## src/rtl/haz_pkg.sv

```systemverilog
// Shared constants for the pipeline hazard controller and the multiply/divide unit.
package haz_pkg;

    typedef enum logic {
        RUN      = 1'b0,
        MDU_BUSY = 1'b1
    } haz_state_e;

    localparam logic [4:0] REG_ZERO = 5'd0;

    // Default occupancy, also used by the multiply/divide unit itself.
    localparam int MDU_CYCLES_DEF = 32;
    localparam int MDU_CNT_W      = 8;

endpackage

```

## src/rtl/pipe_hazard_ctrl_if.sv

```systemverilog
// ID-stage hazard bundle between the pipeline (master) and the hazard controller (slave).
interface pipe_hazard_ctrl_if #(
    parameter int CNT_W = 16
);
    logic [4:0]       id_rs;
    logic [4:0]       id_rt;
    logic             id_uses_rt;
    logic             id_mdu_use;
    logic             ex_mem_read;
    logic [4:0]       ex_rd;
    logic             br_taken;
    logic             mdu_start;
    logic             pc_we;
    logic             if_id_stall;
    logic             if_id_flush;
    logic             id_ex_bubble;
    logic             mdu_busy;
    logic [CNT_W-1:0] stall_cnt;

    modport master (
        output id_rs, id_rt, id_uses_rt, id_mdu_use,
        output ex_mem_read, ex_rd, br_taken, mdu_start,
        input  pc_we, if_id_stall, if_id_flush, id_ex_bubble,
        input  mdu_busy, stall_cnt
    );

    modport slave (
        input  id_rs, id_rt, id_uses_rt, id_mdu_use,
        input  ex_mem_read, ex_rd, br_taken, mdu_start,
        output pc_we, if_id_stall, if_id_flush, id_ex_bubble,
        output mdu_busy, stall_cnt
    );
endinterface

```

## src/rtl/pipe_hazard_ctrl_mdu_timer.sv

```systemverilog
// Loadable down-counter tracking multiply/divide occupancy.
module mdu_timer #(
    parameter int W = 8
) (
    input  logic         clk,
    input  logic         rst_n,
    input  logic         load,
    input  logic [W-1:0] load_val,
    output logic         busy,
    output logic         done
);
    logic [W-1:0] cnt_q, cnt_d;
    logic         busy_q, busy_d;

    always_comb begin
        cnt_d  = cnt_q;
        busy_d = busy_q;
        if (busy_q) begin
            if (cnt_q == '0) busy_d = 1'b0;
            else             cnt_d  = cnt_q - 1'b1;
        end else if (load) begin
            busy_d = 1'b1;
            cnt_d  = load_val;
        end
    end

    always_ff @(posedge clk or negedge rst_n) begin
        if (!rst_n) begin
            cnt_q  <= '0;
            busy_q <= 1'b0;
        end else begin
            cnt_q  <= cnt_d;
            busy_q <= busy_d;
        end
    end

    assign busy = busy_q;
    assign done = busy_q && (cnt_q == '0);

endmodule

```

## src/rtl/pipe_hazard_ctrl.sv

```systemverilog
// ID-stage hazard controller: load-use, taken-branch flush and MDU interlock.
// MDU interlock is built only when HAZ_MDU_INTERLOCK_EN is defined.
module pipe_hazard_ctrl
    import haz_pkg::*;
#(
    parameter int MDU_CYCLES = MDU_CYCLES_DEF,
    parameter int CNT_W      = 16
) (
    input  logic clk,
    input  logic rst,
    pipe_hazard_ctrl_if.slave bus
);
    logic             load_use;
    logic             mdu_hz;
    logic             mdu_busy;
    logic             stall;
    logic [CNT_W-1:0] stall_cnt_q, stall_cnt_d;

    assign load_use = bus.ex_mem_read && (bus.ex_rd != REG_ZERO) &&
                      ((bus.ex_rd == bus.id_rs) ||
                       (bus.id_uses_rt && (bus.ex_rd == bus.id_rt)));

`ifdef HAZ_MDU_INTERLOCK_EN
    haz_state_e state_q, state_d;
    logic       tmr_load;
    logic       tmr_busy;
    logic       tmr_done;

    assign tmr_load = (state_q == RUN) && bus.mdu_start;

    mdu_timer #(
        .W (MDU_CNT_W)
    ) u_mdu_timer (
        .clk      (clk),
        .rst_n    (rst),
        .load     (tmr_load),
        .load_val (MDU_CNT_W'(MDU_CYCLES - 1)),
        .busy     (tmr_busy),
        .done     (tmr_done)
    );

    always_comb begin
        state_d = state_q;
        unique case (state_q)
            RUN:      if (bus.mdu_start) state_d = MDU_BUSY;
            MDU_BUSY: if (tmr_done || !tmr_busy) state_d = RUN;
            default:  state_d = RUN;
        endcase
    end

    always_ff @(posedge clk or negedge rst) begin
        if (!rst) state_q <= RUN;
        else      state_q <= state_d;
    end

    assign mdu_busy = (state_q == MDU_BUSY);
    assign mdu_hz   = mdu_busy && bus.id_mdu_use;
`else
    logic unused_mdu;
    assign unused_mdu = ^{bus.mdu_start, bus.id_mdu_use, 32'(MDU_CYCLES)};
    assign mdu_busy   = 1'b0;
    assign mdu_hz     = 1'b0;
`endif

    // Reset forces a full hold so nothing enters the pipe until release.
    always_comb begin
        bus.pc_we        = 1'b1;
        bus.if_id_stall  = 1'b0;
        bus.if_id_flush  = 1'b0;
        bus.id_ex_bubble = 1'b0;
        if (!rst) begin
            bus.pc_we        = 1'b0;
            bus.if_id_stall  = 1'b1;
            bus.if_id_flush  = 1'b1;
            bus.id_ex_bubble = 1'b1;
        end else if (bus.br_taken) begin
            bus.if_id_flush  = 1'b1;
            bus.id_ex_bubble = 1'b1;
        end else if (load_use || mdu_hz) begin
            bus.pc_we        = 1'b0;
            bus.if_id_stall  = 1'b1;
            bus.id_ex_bubble = 1'b1;
        end
    end

    assign stall = bus.if_id_stall;

    always_comb begin
        stall_cnt_d = stall_cnt_q;
        if (stall && (stall_cnt_q != '1)) stall_cnt_d = stall_cnt_q + 1'b1;
    end

    always_ff @(posedge clk or negedge rst) begin
        if (!rst) stall_cnt_q <= '0;
        else      stall_cnt_q <= stall_cnt_d;
    end

    assign bus.mdu_busy  = mdu_busy;
    assign bus.stall_cnt = stall_cnt_q;

endmodule
```

## src/flat_wrapper.sv

```systemverilog
// flat-port wrapper written by rule: the top's interface ports become plain ports
module pipe_hazard_ctrl_flat import haz_pkg::*;
#(
    parameter int MDU_CYCLES = MDU_CYCLES_DEF,
    parameter int CNT_W      = 16
)
  (clk, rst, bus_id_rs, bus_id_rt, bus_id_uses_rt, bus_id_mdu_use, bus_ex_mem_read, bus_ex_rd, bus_br_taken, bus_mdu_start, bus_pc_we, bus_if_id_stall, bus_if_id_flush, bus_id_ex_bubble, bus_mdu_busy, bus_stall_cnt);
  pipe_hazard_ctrl_if #(.CNT_W(CNT_W)) bus_i ();
  input  logic clk;
  input  logic rst;
  input wire logic [$bits(bus_i.id_rs)-1:0] bus_id_rs;
  input wire logic [$bits(bus_i.id_rt)-1:0] bus_id_rt;
  input wire logic [$bits(bus_i.id_uses_rt)-1:0] bus_id_uses_rt;
  input wire logic [$bits(bus_i.id_mdu_use)-1:0] bus_id_mdu_use;
  input wire logic [$bits(bus_i.ex_mem_read)-1:0] bus_ex_mem_read;
  input wire logic [$bits(bus_i.ex_rd)-1:0] bus_ex_rd;
  input wire logic [$bits(bus_i.br_taken)-1:0] bus_br_taken;
  input wire logic [$bits(bus_i.mdu_start)-1:0] bus_mdu_start;
  output wire logic [$bits(bus_i.pc_we)-1:0] bus_pc_we;
  output wire logic [$bits(bus_i.if_id_stall)-1:0] bus_if_id_stall;
  output wire logic [$bits(bus_i.if_id_flush)-1:0] bus_if_id_flush;
  output wire logic [$bits(bus_i.id_ex_bubble)-1:0] bus_id_ex_bubble;
  output wire logic [$bits(bus_i.mdu_busy)-1:0] bus_mdu_busy;
  output wire logic [$bits(bus_i.stall_cnt)-1:0] bus_stall_cnt;
  assign bus_i.id_rs = bus_id_rs;
  assign bus_i.id_rt = bus_id_rt;
  assign bus_i.id_uses_rt = bus_id_uses_rt;
  assign bus_i.id_mdu_use = bus_id_mdu_use;
  assign bus_i.ex_mem_read = bus_ex_mem_read;
  assign bus_i.ex_rd = bus_ex_rd;
  assign bus_i.br_taken = bus_br_taken;
  assign bus_i.mdu_start = bus_mdu_start;
  assign bus_pc_we = bus_i.pc_we;
  assign bus_if_id_stall = bus_i.if_id_stall;
  assign bus_if_id_flush = bus_i.if_id_flush;
  assign bus_id_ex_bubble = bus_i.id_ex_bubble;
  assign bus_mdu_busy = bus_i.mdu_busy;
  assign bus_stall_cnt = bus_i.stall_cnt;
  pipe_hazard_ctrl #(.MDU_CYCLES(MDU_CYCLES), .CNT_W(CNT_W)) u_core (.clk(clk), .rst(rst), .bus(bus_i));
endmodule
```

## config.mk

```make
export PLATFORM = sky130hd
export DESIGN_NAME = pipe_hazard_ctrl_flat
export DESIGN_NICKNAME = d
export VERILOG_FILES = /design/src/rtl/haz_pkg.sv /design/src/rtl/pipe_hazard_ctrl_if.sv /design/src/rtl/pipe_hazard_ctrl_mdu_timer.sv /design/src/rtl/pipe_hazard_ctrl.sv /design/src/flat_wrapper.sv
export SDC_FILE = /design/constraint.sdc
export NUM_CORES = 1
export LEC_CHECK = 0
export BUFFER_PORTS_ARGS = -buffer_cell sky130_fd_sc_hd__buf_4
export CAP_MARGIN = 25
export CORE_UTILIZATION = 46
export CTS_CLUSTER_SIZE = 40
export DETAILED_ROUTE_END_ITERATION = 16
export GPL_TIMING_DRIVEN = 0
export PLACE_DENSITY = 0.77
export SYNTH_ARGS = -nofsm -noshare
export SYNTH_HDL_FRONTEND = slang
export SYNTH_HIERARCHICAL = 1
export SYNTH_SLANG_ARGS = --single-unit
```

## constraint.sdc

```tcl
create_clock -name clk -period 2.2 [get_ports clk]
set_input_delay 0.11 -clock clk [delete_from_list [all_inputs] [get_ports clk]]
set_output_delay 0.11 -clock clk [all_outputs]
set_load 0.02 [all_outputs]
```

==> flow_summary.yaml <==
placed_design:
  dpl.hpwl_um: 1640
  gp_congestion: 0.749
  io_buffers: 39
logic_synthesis:
  ys_seq_elements: 16
  synth_ff_type: "dfrtp_1"
  synth_area_um2: 1010
  synthArstFlopShare_pct: 100
  ys_warn_count: 6
  synth.top_cell.area_share_pct: 39.6
  netlist_instances: 99
  yosys.area.top_type: "dfrtp_1"
  syn-mean-instance-area_um2: 10.2
  synth-seq-area-share_pct: 39.6
  ys_types: 31
  syn_nets: 122
  synth_area_leaders: "dfrtp_1 (40%), xnor2_1 (13%), xor2_1 (7.8%), nor2_1 (3.3%), nand3_1 (3.0%)"
  synth_edf_count: 0
cells_and_area:
  area_growth_syn_to_layout_pct: 38.5
  largest_reg_flops: 16
  nets: 170
  fill_cells: 159
  layout-drive-gt1-share_pct: 40.0
  n_antenna_cell: 0
  utilization_pct: 69.2
die:
  start_util_pct: 50.0
  die_h_um: 48.9
  core_area_um2: 2020
  rows: 16
  die_area_um2: 2390
  die_w_um: 48.9
  pin_count: 43
worst_setup_path:
  path_buf_inv: 1
  critical-path-top-delay-family: "simple AND/OR/NAND/NOR gates"
  critPathRequiredTime_ns: 2.37
  cpPeakStageDelay_ns: 0.40
  crit_slowest_cell: "dfrtp_1"
  cp_max_fo: 10
  path_cells: "ha_1 -> nand3_4 -> nor4_4 -> a21boi_1 -> a21oi_2 -> buf_6 -> mux2_1"
  end_kind: "register"
  cp-start-kind: "register"
  path_class: "register to register"
  critPathArrivalTime_ns: 2.27
timing:
  timing.final.crit_share_pct: 95.3
  setup_viol: 0
  finalCriticalPeriod_ns: 2.10
  whs_ns: 0.223
  hold_violations: 0
  worstMarginPinSlew_ns: 0.516
  timing.fmax_mhz: 477
  slew_viol_final: 0
  tns_ns: 0
  timing.slew.headroom_pct: 65.3
  skew_ns: 0.00591
global_routing:
  grt.overflow.total: 0
  use_met1_pct: 26.0
  grt_pass1_vias: 783
  grt_first_pass_wirelength_um: 3600
  antenna_found_initial: 0
  globalRoute.busiestLayer: "met2"
  grt_max_degree: 21
  grt_use_met2_pct: 31.3
  grtUsageMet3_pct: 5.61
  grt_util_all_layers_pct: 19.3
min_path:
  hold_class: "primary input to asynchronous set/reset pin"
drt:
  drtIter0Drc: 15
  finalWirelength_um: 2180
  firstDrtPassIters: 4
  viasPerCell: 4.88
  drc: 0
  vias: 839
  postRouteAntennaNets: 0
  wire_per_inst_um: 12.7
power:
  p_total_mw: 1.27
  ir_drop_mv: 0.768
  powerDensity_nw_per_um2: 909
  p_leak_nw: 0.645
job:
  drv_cap: 0
clock_tree:
  cts_made_buffers: 3
  cts_tree: "built"
  worstSkewPairLatency_ns: 0.28
  cts_htree_levels: 1
  clockBufferDepth: 2
  clkTransAtPathRegs_ns: 0.09
  cts.sinks: 16
  cts-root-buf: "clkbuf_4"
run_status:
  status: "finished, final reports clean"
-- worst reg2reg max path, stage by stage (launching register included) --
cell	delay (ns)
dfrtp_1	0.40
ha_1	0.24
nand3_4	0.15
nor4_4	0.38
a21boi_1	0.13
a21oi_2	0.19
buf_6	0.17
mux2_1	0.32
-- worst paths after layout --
check	endpoint	depth (start not counted)	slack (ns)	from
min reg2reg	u_core/bus.stall_cnt[8]	1	0.51	u_core/bus.stall_cnt[8]
max in group asynchronous	u_core/bus.stall_cnt[12]	2	1.78	rst
min in group clk	u_core/bus.stall_cnt[12]	5	0.31	bus_br_taken
min	u_core/bus.stall_cnt[3]	2	0.22	rst
max	u_core/bus.stall_cnt[1]	7	0.10	u_core/bus.stall_cnt[1]
max reg2reg	u_core/bus.stall_cnt[1]	7	0.10	u_core/bus.stall_cnt[1]
-- area by class of cell --
class | count | area (µm²) | share of cell area (%)
buffer | 2 | 18.8 | 1.34
clock buffer | 3 | 22.5 | 1.61
inverter | 7 | 26.3 | 1.88
multi-input combinational | 74 | 573 | 40.9
sequential | 16 | 400 | 28.6
tap | 27 | 33.8 | 2.41
timing repair buffer | 43 | 325 | 23.2
-- cell usage after synthesis (2+ instances only) --
cell,instances
dfrtp_1,16
xnor2_1,15
nor2_1,9
xor2_1,9
inv_1,7
nand2_1,6
nand3_1,6
a21oi_1,3
nand2b_1,2
nand3_2,2
nand4_1,2
nor3_2,2
nor4_1,2
-- logic make-up after synthesis --
group                      share of synthesized area (%)
buffers and inverters                               4.46
adders and majority gates                           1.24
AOI/OAI and AO/OA                                   10.1
xor gates and xnor gates                            20.8
DFF                                                 39.6
other                                              0.371
muxes                                               1.11
and+or+nand+nor                                     22.3
-- metrics by stage --
step | std cells | worst slack, ns | area [µm²]
6_report | 172 | 0.104 | 1400
5_1_grt | 172 | -0.00654 | 1400
4_1_cts | 169 | 0.0930 | 1370
3_5_place_dp | 165 | 0.110 | 1340
3_3_place_gp | 165 | 0.140 | 1340
2_1_floorplan | 99 | 0.138 | 1010
-- power by group --
group	switching, mW	internal, mW	total [mW]	leakage [nW]
Combinational	0.336	0.275	0.611	0.441
Sequential	0.121	0.391	0.512	0.190
Clock	0.0868	0.0635	0.150	0.0138
Total	0.543	0.729	1.27	0.645
-- timing repair --
action / in CTS / in global routing
endpoints found under the setup margin: 0 / 1
hold buffers: 1 / 0
buffers inserted: 0 / 3
gates resized for setup: 0 / 1
endpoints found under the hold margin: 16 / 0
-- cells in the final DEF, fill, tap and decap left out, types with 2 or more instances in the layout --
| master | instances |
|---|---|
| a21oi_1 | 3 |
| buf_4 | 43 |
| clkbuf_4 | 3 |
| dfrtp_1 | 16 |
| inv_1 | 7 |
| nand2_1 | 6 |
| nand2b_1 | 2 |
| nand3_1 | 6 |
| nand4_1 | 2 |
| nor2_1 | 9 |
| nor3_2 | 2 |
| nor4_1 | 2 |
| xnor2_1 | 15 |
| xor2_1 | 9 |
-- layer usage --
metal	share of wire [%]	wire, µm	vias up
met5	0	0	-
met4	0	0	0
met3	4.9	108	0
met2	48	1050	27
met1	47	1020	379
li1	-	-	433
(Power assumes the default switching activity.)
